==> config.mk <==
export PLATFORM = sky130hd
export DESIGN_NAME = cursor_ram_writer
export DESIGN_NICKNAME = d
export VERILOG_FILES = /design/src/rtl/cursor_pkg.sv /design/src/rtl/cursor_ram_writer.sv
export SDC_FILE = /design/constraint.sdc
export NUM_CORES = 1
export LEC_CHECK = 0
export CAP_MARGIN = 30
export CORE_MARGIN = 2
export CORE_UTILIZATION = 40
export DETAILED_ROUTE_END_ITERATION = 8
export DONT_BUFFER_PORTS = 1
export SETUP_SLACK_MARGIN = 0.02
export SYNTH_ARGS = -nofsm -noshare
export SYNTH_HDL_FRONTEND = slang
export SYNTH_SLANG_ARGS = --single-unit
==> constraint.sdc <==
create_clock -name clk -period 2.5 [get_ports clk]
set_clock_uncertainty 0.05 [all_clocks]
set_input_delay 0.375 -clock clk [delete_from_list [all_inputs] [get_ports clk]]
set_output_delay 0.375 -clock clk [all_outputs]
set_load 0.005 [all_outputs]
==> src/rtl/cursor_pkg.sv <==
// Shared types for the cursor bitmap RAM writer: command opcodes and FSM states.
package cursor_pkg;

    typedef enum logic [1:0] {
        WRITE = 2'b00,
        FILL  = 2'b01,
        LOAD  = 2'b10,
        NOP   = 2'b11
    } cmd_op_e;

    typedef enum logic [1:0] {
        ST_IDLE = 2'b00,
        ST_FILL = 2'b01,
        ST_LOAD = 2'b10
    } state_e;

endpackage

==> src/rtl/cursor_ram_writer.sv <==
// Turns WRITE/FILL/LOAD/NOP commands into a registered RAM write port (we/addr_w/din) with a done pulse.
// Latency 1 cycle from handshake to write; commands stall while busy, LOAD pixels stall via pix_ready.
module cursor_ram_writer
    import cursor_pkg::*;
#(
    parameter int ADDR_WIDTH = 10,
    parameter int DATA_WIDTH = 1
) (
    input  logic                  clk,
    input  logic                  reset_n,
    input  logic                  cmd_valid,
    output logic                  cmd_ready,
    input  logic [1:0]            cmd_op,
    input  logic [ADDR_WIDTH-1:0] cmd_addr,
    input  logic [DATA_WIDTH-1:0] cmd_data,
    input  logic [ADDR_WIDTH:0]   cmd_len,
    input  logic                  pix_valid,
    output logic                  pix_ready,
    input  logic [DATA_WIDTH-1:0] pix_data,
    input  logic                  abort,
    output logic                  we,
    output logic [ADDR_WIDTH-1:0] addr_w,
    output logic [DATA_WIDTH-1:0] din,
    output logic                  busy,
    output logic                  done
);

    localparam logic [ADDR_WIDTH-1:0] ADDR_LAST = '1;

    state_e                  state_q, state_d;
    logic [ADDR_WIDTH-1:0]   addr_cnt_q, addr_cnt_d;
    logic [ADDR_WIDTH:0]     rem_q, rem_d;
    logic [DATA_WIDTH-1:0]   fill_dat_q, fill_dat_d;
    logic                    we_q, we_d;
    logic [ADDR_WIDTH-1:0]   addr_w_q, addr_w_d;
    logic [DATA_WIDTH-1:0]   din_q, din_d;
    logic                    done_q, done_d;

    always_comb begin
        state_d    = state_q;
        addr_cnt_d = addr_cnt_q;
        rem_d      = rem_q;
        fill_dat_d = fill_dat_q;
        we_d       = 1'b0;
        addr_w_d   = addr_w_q;
        din_d      = din_q;
        done_d     = 1'b0;
        cmd_ready  = (state_q == ST_IDLE);
        pix_ready  = (state_q == ST_LOAD) && (rem_q != '0) && !abort;

        case (state_q)
            ST_IDLE: begin
                if (cmd_valid) begin
                    case (cmd_op_e'(cmd_op))
                        WRITE: begin
                            we_d     = 1'b1;
                            addr_w_d = cmd_addr;
                            din_d    = cmd_data;
                            done_d   = 1'b1;
                        end
                        FILL: begin
                            // Address 0 is written straight from the accept cycle; the counter resumes at 1.
                            state_d    = ST_FILL;
                            fill_dat_d = cmd_data;
                            we_d       = 1'b1;
                            addr_w_d   = '0;
                            din_d      = cmd_data;
                            addr_cnt_d = ADDR_WIDTH'(1);
                        end
                        LOAD: begin
                            if (cmd_len == '0) begin
                                done_d = 1'b1;
                            end else begin
                                state_d    = ST_LOAD;
                                rem_d      = cmd_len;
                                addr_cnt_d = cmd_addr;
                            end
                        end
                        default: begin
                            done_d = 1'b1;
                        end
                    endcase
                end
            end

            ST_FILL: begin
                if (abort) begin
                    state_d    = ST_IDLE;
                    addr_cnt_d = '0;
                end else begin
                    we_d       = 1'b1;
                    addr_w_d   = addr_cnt_q;
                    din_d      = fill_dat_q;
                    addr_cnt_d = addr_cnt_q + 1'b1;
                    if (addr_cnt_q == ADDR_LAST) begin
                        done_d  = 1'b1;
                        state_d = ST_IDLE;
                    end
                end
            end

            ST_LOAD: begin
                if (abort) begin
                    state_d    = ST_IDLE;
                    rem_d      = '0;
                    addr_cnt_d = '0;
                end else if (pix_valid && pix_ready) begin
                    // Counter wraps naturally at the top of the bitmap.
                    we_d       = 1'b1;
                    addr_w_d   = addr_cnt_q;
                    din_d      = pix_data;
                    addr_cnt_d = addr_cnt_q + 1'b1;
                    rem_d      = rem_q - 1'b1;
                    if (rem_q == (ADDR_WIDTH+1)'(1)) begin
                        done_d     = 1'b1;
                        state_d    = ST_IDLE;
                        addr_cnt_d = '0;
                    end
                end
            end

            default: begin
                state_d = ST_IDLE;
            end
        endcase
    end

    always_ff @(posedge clk or negedge reset_n) begin
        if (!reset_n) begin
            state_q    <= ST_IDLE;
            addr_cnt_q <= '0;
            rem_q      <= '0;
            fill_dat_q <= '0;
            we_q       <= 1'b0;
            addr_w_q   <= '0;
            din_q      <= '0;
            done_q     <= 1'b0;
        end else begin
            state_q    <= state_d;
            addr_cnt_q <= addr_cnt_d;
            rem_q      <= rem_d;
            fill_dat_q <= fill_dat_d;
            we_q       <= we_d;
            addr_w_q   <= addr_w_d;
            din_q      <= din_d;
            done_q     <= done_d;
        end
    end

    assign busy   = !cmd_ready;
    assign we     = we_q;
    assign addr_w = addr_w_q;
    assign din    = din_q;
    assign done   = done_q;

endmodule

==> results of run 1 <==
per-stage QoR:
step / hold slack, ns / worst slack (ns)
floorplan: 0.0294 / 0.307
global placement: 0.0305 / 0.130
detailed placement: 0.0303 / 0.0351
CTS: 0.171 / 0.0332
global route: 0.169 / 0.0148
finish: 0.181 / 0.129
how the worst min path moves through the flow:
| stage | from | end | slack, ns | depth (start not counted) |
|---|---|---|---|---|
| after floorplan | reset_n | addr_cnt_q[0] | 0.03 | 0 |
| final | cmd_data | fill_dat_q | 0.18 | 1 |
| after global placement | reset_n | addr_w[3] | 0.03 | 0 |
| after global routing | cmd_data | fill_dat_q | 0.17 | 1 |
| after detailed placement | reset_n | addr_w[3] | 0.03 | 0 |
| after CTS | cmd_data | fill_dat_q | 0.17 | 1 |
metal layers:
layer  vias to the layer above  GRT usage, %  routed length (µm)  part of all wire [%]
met5                         -             0                   0                     0
met4                         0          6.95                 119                   1.8
met3                        13          5.33                 534                   8.3
met2                        97          32.2                2990                    46
met1                      1048          27.1                2810                    44
li1                       1054             -                   -                     -
kinds of logic after synthesis:
kind of cell,after synthesis
xor gates and xnor gates,1
DFF,37
adders and majority gates,8
buffers and inverters,35
muxes,4
and+or+nand+nor,81
AOI/OAI and AO/OA,107
what timing repair did:
action	CTS	global route
setup buffers	0	6
hold buffers	2	0
gates resized for setup	0	7
endpoints found under the setup margin	0	9
hold endpoints to repair	37	0
cells in the mapped netlist, types with 2 or more instances:
library cell  count
a2111oi_0         7
a21oi_1          12
a22oi_1          19
a31oi_1           7
a32oi_1           6
and3_1            2
buf_4             2
clkbuf_1         10
dfrtp_1          37
ha_1              8
inv_1            20
mux2_2            2
mux2i_1           2
nand2_1          19
nand2b_1          5
nand3_1           7
nand4_1           2
nor2_1           20
nor2b_1           4
nor3_1            5
nor4_1            7
o21ai_0          34
o22ai_1           9
o31ai_1           3
or3_1             2
registers in the layout, indices dropped and copies added (netlist names):
signal	count
done	1
rem_q	11
addr_w	10
addr_cnt_q	10
state_q	2
we	1
din	1
fill_dat_q	1
cell type report:
type | instances | area, µm²
clock buffers | 5 | 68.8
well taps | 75 | 93.8
multi-input cells | 202 | 1340
inverters | 20 | 75.1
flip-flops and latches | 37 | 926
fillers | 588 | 3120
repair buffers | 20 | 169
clock inverters | 3 | 65.1
power by group through the flow:
stage / clock network (mW) / logic [mW] / registers (mW)
after CTS: 0.637 / 1.65 / 1.09
after detailed placement: 0 / 1.62 / 1.10
after global placement: 0 / 1.59 / 1.09
after floorplan: 0 / 1.27 / 1.04
after global routing: 0.661 / 1.99 / 1.13
final: 0.626 / 1.76 / 1.09
==> results.yml, run 1 <==
pwr:
  combPwrFrac_pct: 50.6
  power.sequential.fraction_pct: 31.4
  leakage_power_summed_over_all_cells_nw: 1.11
  p_switching_mw: 1.54
  share_clk_of_total_power_pct: 18.0
  max-vdd-ir-drop_mv: 0.517
  cell_internal_pwr_mw: 1.94
  power.density_nw_per_um2: 1270
  power.switching_fraction_pct: 44.3
  post-layout-total-power_mw: 3.48
yosys:
  asyncSetResetFlopFracSynth_pct: 100
  synth-adder-area-share_pct: 4.18
  synth_area_um2: 2400
  synth-warning-count: 0
  post-synth-top-area-cell: "dfrtp_1"
  ys_seq_elements: 37
  synth_xor_xnor_area_share_pct: 0.366
  synth.yosys.seq_area_share_pct: 38.6
  synth_enable_flop_cells: 0
  ys_dominant_reg_cell: "dfrtp_1"
  netlist_instances: 273
  synth_compound_gate_area_share_pct: 30.9
  synth_nets: 311
  synthDominantCellAreaShare_pct: 38.6
  synth_top_family_by_area: "compound AO/OA/AOI/OAI gates"
  yosys.area_share.simple_pct: 17.5
  synth.area.mux_share_pct: 1.78
  synth.lib_cells_used.distinct: 47
  ys_top_cells_by_area: "dfrtp_1, o21ai_0, a22oi_1, ha_1, inv_1"
  synthesis.area_per_instance_um2: 8.78
sta:
  finalSetupTns_ns: 0
  layout_min_cycle_time_ns: 2.37
  rsz0062_at_grt: "no"
  timing.final.max_slew_violations: 0
  timing_worst_slew_pin_value_ns: 0.766
  finalHoldViolCount: 0
  setup_violations: 0
  max_freq_ghz: 0.422
  slew_headroom_pct: 48.7
  timing.final.crit_share_pct: 94.9
critical_path:
  worst_path_max_delay_cell: "a2111oi_0"
  path_class: "reg2reg"
  worst-path-stages: 7
  worst-endpoint-arrival_ns: 2.50
  worstPathCellList: "inv_2 -> ha_1 -> or3b_4 -> o41ai_4 -> a21oi_2 -> a2111oi_0 -> o22ai_1"
  cp-endpoint: "addr_cnt_q[9]"
  crit_fanout: 7
  worst_ep_required_time_ns: 2.63
  timing.reg2reg.setup_slack_ns: 0.13
  critical_path.max_stage_delay_ns: 0.44
  startpoint_type: "register"
  critPathBufInv: 1
  crit-reg2reg-capture: "addr_cnt_q[9]"
  timing.critical_path.max_delay_family: "compound AO/OA/AOI/OAI gates"
  critical_path.reg2reg.startpoint: "rem_q[1]"
  critPathCaptureType: "register"
  timing.critical_path.from: "rem_q[1]"
  timing.reg2reg.worst_path_depth: 7
placement:
  i_o_buffers: 0
  gp_congestion: 0.889
  place_inst: 345
  placement.cell_area_um2: 2500
  hpwl_um: 4570
status:
  status: "complete, no violations"
min_path:
  holdCritPathClass: "in2reg"
final_layout:
  instances_no_fill: 362
  layout.cells.most_common_list: "dfrtp_1, o21ai_0, nor2_1"
  nets: 324
  n_antenna_cell: 0
  flow.area_growth_from_synthesis_pct: 14.0
  postLayoutCoreUtil_pct: 46.7
  layout.cells.most_common: "dfrtp_1"
  finalInstanceArea_um2: 2730
  fraction_of_final_layout_cells_sized_beyond_drive_strength_1_pct: 14.3
floorplan:
  initial_core_util_pct: 41.0
  die_outline_area_um2: 6630
  fp.coreArea_um2: 5850
  die_width_um: 81.4
  io_pins: 46
  die_height_um: 81.4
  num_rows: 28
clock_tree:
  cts_buf_count: 5
  ctsRootBufferMaster: "clkbuf_8"
  clock_sinks: 37
  clk_pin_slew_ns: 0.09
  clk-insertion-delay-late_ns: 0.30
  ctsHtreeMaxLevel: 2
  clockBufferDepth: 2
  clock_tree_from_tritoncts: "done"
global_route:
  grt_first_pass_wirelength_um: 10300
  vias_in_the_first_global_route: 2124
  antenna_found_initial: 0
  grt_max_degree: 38
  global_route.overflow_total: 0
  groute.usage.overall_pct: 20.4
detailed_routing:
  avgViaCountPerCell: 6.11
  drt_first_pass_iters: 4
  first_iter_violations: 155
  route.antenna.remaining_nets: 0
  totalWireLength_um: 6460
  routed-via-count: 2212
  detail_route.drc_violations: 0
  wire_per_inst_um: 17.8
job:
  drv_cap: 0
Power figures use the tool's default switching activity.
==> run 2: changes to the inputs <==
- CORE_MARGIN: 2 -> unset
- CORE_UTILIZATION: 40 -> 45
==> run 2 against run 1 <==
Effect of this change: cell count decreased by 1.7%; sequential share of layout area barely moved; combinational power grew 2%; fmax down 0.62%; largest power group unchanged.
==> results.yml, run 2 (synthesis gave the netlist of run 1 again) <==
floorplan:
  num_rows: 26
  fp.coreArea_um2: 5110
  io_pins: 46
  die_outline_area_um2: 5620
  initial_core_util_pct: 46.9
  die_height_um: 75.0
  die_width_um: 75.0
critical_path:
  timing.reg2reg.setup_slack_ns: 0.11
  timing.critical_path.max_delay_family: "compound AO/OA/AOI/OAI gates"
  critical_path.max_stage_delay_ns: 0.51
  critPathCaptureType: "register"
  worstPathCellList: "inv_2 -> ha_1 -> or3b_2 -> o41ai_4 -> buf_4 -> a21oi_2 -> buf_4 -> a32oi_1 -> o22ai_1"
  startpoint_type: "register"
  critical_path.reg2reg.startpoint: "rem_q[1]"
  critPathBufInv: 3
  worst_ep_required_time_ns: 2.62
  crit-reg2reg-capture: "addr_cnt_q[8]"
  timing.reg2reg.worst_path_depth: 9
  worst_path_max_delay_cell: "or3b_2"
  path_class: "reg2reg"
  crit_fanout: 9
  worst-path-stages: 9
  cp_common_cell: "buf_4"
  worst-endpoint-arrival_ns: 2.51
final_layout:
  layout.cells.most_common: "dfrtp_1"
  largest_register_ffs: 11
  flow.area_growth_from_synthesis_pct: 13.9
  max_flop_register: "rem_q"
  fraction_of_final_layout_cells_sized_beyond_drive_strength_1_pct: 14.7
  n_antenna_cell: 0
  layout.cells.most_common_list: "dfrtp_1, o21ai_0, nor2_1"
  nets: 323
  finalInstanceArea_um2: 2730
sta:
  finalSetupTns_ns: 0
  timing.final.max_slew_violations: 0
  finalHoldViolCount: 0
  timing_worst_slew_pin_value_ns: 0.614
  setup_violations: 0
  timing.final.crit_share_pct: 95.4
  rsz0062_at_grt: "yes"
  layout_min_cycle_time_ns: 2.39
  slew_headroom_pct: 58.8
  max_freq_ghz: 0.419
  worst_slack_ns: 0.114
global_route:
  vias_in_the_first_global_route: 1901
  grt_max_degree: 38
  grt_first_pass_wirelength_um: 10100
  groute.usage.overall_pct: 24.0
  antenna_found_initial: 0
  global_route.overflow_total: 0
clock_tree:
  cts_buf_count: 5
  clock_tree_from_tritoncts: "done"
  clock_sinks: 37
  clockBufferDepth: 2
  clk_pin_slew_ns: 0.09
  ctsRootBufferMaster: "clkbuf_8"
  ctsHtreeMaxLevel: 2
  clk-insertion-delay-late_ns: 0.29
min_path:
  min_delay_path_depth: 1
  holdPathEnd: "fill_dat_q"
  worst_hold_startpoint: "cmd_data"
  holdCritPathClass: "in2reg"
detailed_routing:
  routed-via-count: 2178
  drt_first_pass_iters: 5
  wire_per_inst_um: 18.1
  totalWireLength_um: 6430
  first_iter_violations: 147
  route.antenna.remaining_nets: 0
  detail_route.drc_violations: 0
  avgViaCountPerCell: 6.12
pwr:
  max-vdd-ir-drop_mv: 0.568
  leakage_power_summed_over_all_cells_nw: 1.11
  post-layout-total-power_mw: 3.53
  power.density_nw_per_um2: 1290
  p_switching_mw: 1.58
  combPwrFrac_pct: 50.9
  cell_internal_pwr_mw: 1.95
  power.switching_fraction_pct: 44.7
  power.sequential.fraction_pct: 30.9
  share_clk_of_total_power_pct: 18.2
placement:
  gp_congestion: 0.820
  hpwl_um: 4490
  placement.cell_area_um2: 2500
  dp_worst_setup_slack_ns: -0.00254
  i_o_buffers: 0
status:
  status: "complete, no violations"
job:
  drv_cap: 0
## run 2: cell count changes in the layout (fill, tap and decap cells not counted), sizes merged
| cell | previous run | this run |
|---|---|---|
| buf | 19 | 18 |
| clkinv | 1 | 0 |
| inv | 20 | 21 |
## run 2: worst register-to-register path, cell delays in order, from the launching register on
cell and delay, ns:
dfrtp_1 0.42, inv_2 0.09, ha_1 0.13, or3b_2 0.51, o41ai_4 0.30, buf_4 0.19, a21oi_2 0.13, buf_4 0.17
a32oi_1 0.19, o22ai_1 0.09
## run 2: through the flow
| stage | hold slack, ns | utilization, % | instances |
|---|---|---|---|
| after floorplan | 0.0294 | - | 273 |
| after global placement | 0.0304 | 48.9 | 341 |
| after CTS | 0.173 | 52.3 | 351 |
| after detailed placement | 0.0305 | 48.9 | 341 |
| after global routing | 0.170 | 53.5 | 356 |
| final | 0.176 | 53.5 | 356 |
## run 2: layout make-up
| type | count | area, µm² |
|---|---|---|
| clock buffers | 5 | 68.8 |
| clock inverters | 3 | 68.8 |
| fillers | 509 | 2380 |
| well taps | 70 | 87.6 |
| flip-flops and latches | 37 | 926 |
| multi-input cells | 202 | 1350 |
| inverters | 20 | 75.1 |
| repair buffers | 19 | 158 |
## run 2: worst max-delay path by stage
| stage | from | to | slack [ns] |
|---|---|---|---|
| floorplan | rem_q[1] | addr_cnt_q[8] | 0.31 |
| global placement | rem_q[1] | addr_cnt_q[2] | 0.11 |
| detailed placement | rem_q[1] | addr_cnt_q[4] | -0.003 |
| CTS | rem_q[1] | addr_cnt_q[4] | 0.01 |
| global route | rem_q[0] | addr_cnt_q[6] | 0.03 |
| finish | rem_q[1] | addr_cnt_q[8] | 0.11 |
## run 2: timing repair
action,in CTS,in global routing
resized for setup,3,7
pin swaps,0,1
cloned,0,1
hold buffers,2,0
endpoints found under the setup margin,3,9
hold endpoints to repair,37,0
buffers inserted,0,4
## run 2: routing by layer
layer | vias up | wire (µm) | global-route usage, %
met5 | - | 0 | 0
met4 | 0 | 61 | 4.61
met3 | 8 | 430 | 6.16
met1 | 1029 | 3140 | 38.8
met2 | 84 | 2800 | 31.3
li1 | 1057 | - | -
## run 2: power groups by stage
stage                     clock [mW]  combinational (mW)  sequential [mW]
final                          0.641                1.80             1.09
after global routing           0.672                2.02             1.13
after CTS                      0.652                1.68             1.09
after detailed placement           0                1.65             1.10
after global placement             0                1.64             1.09
after floorplan                    0                1.27             1.04
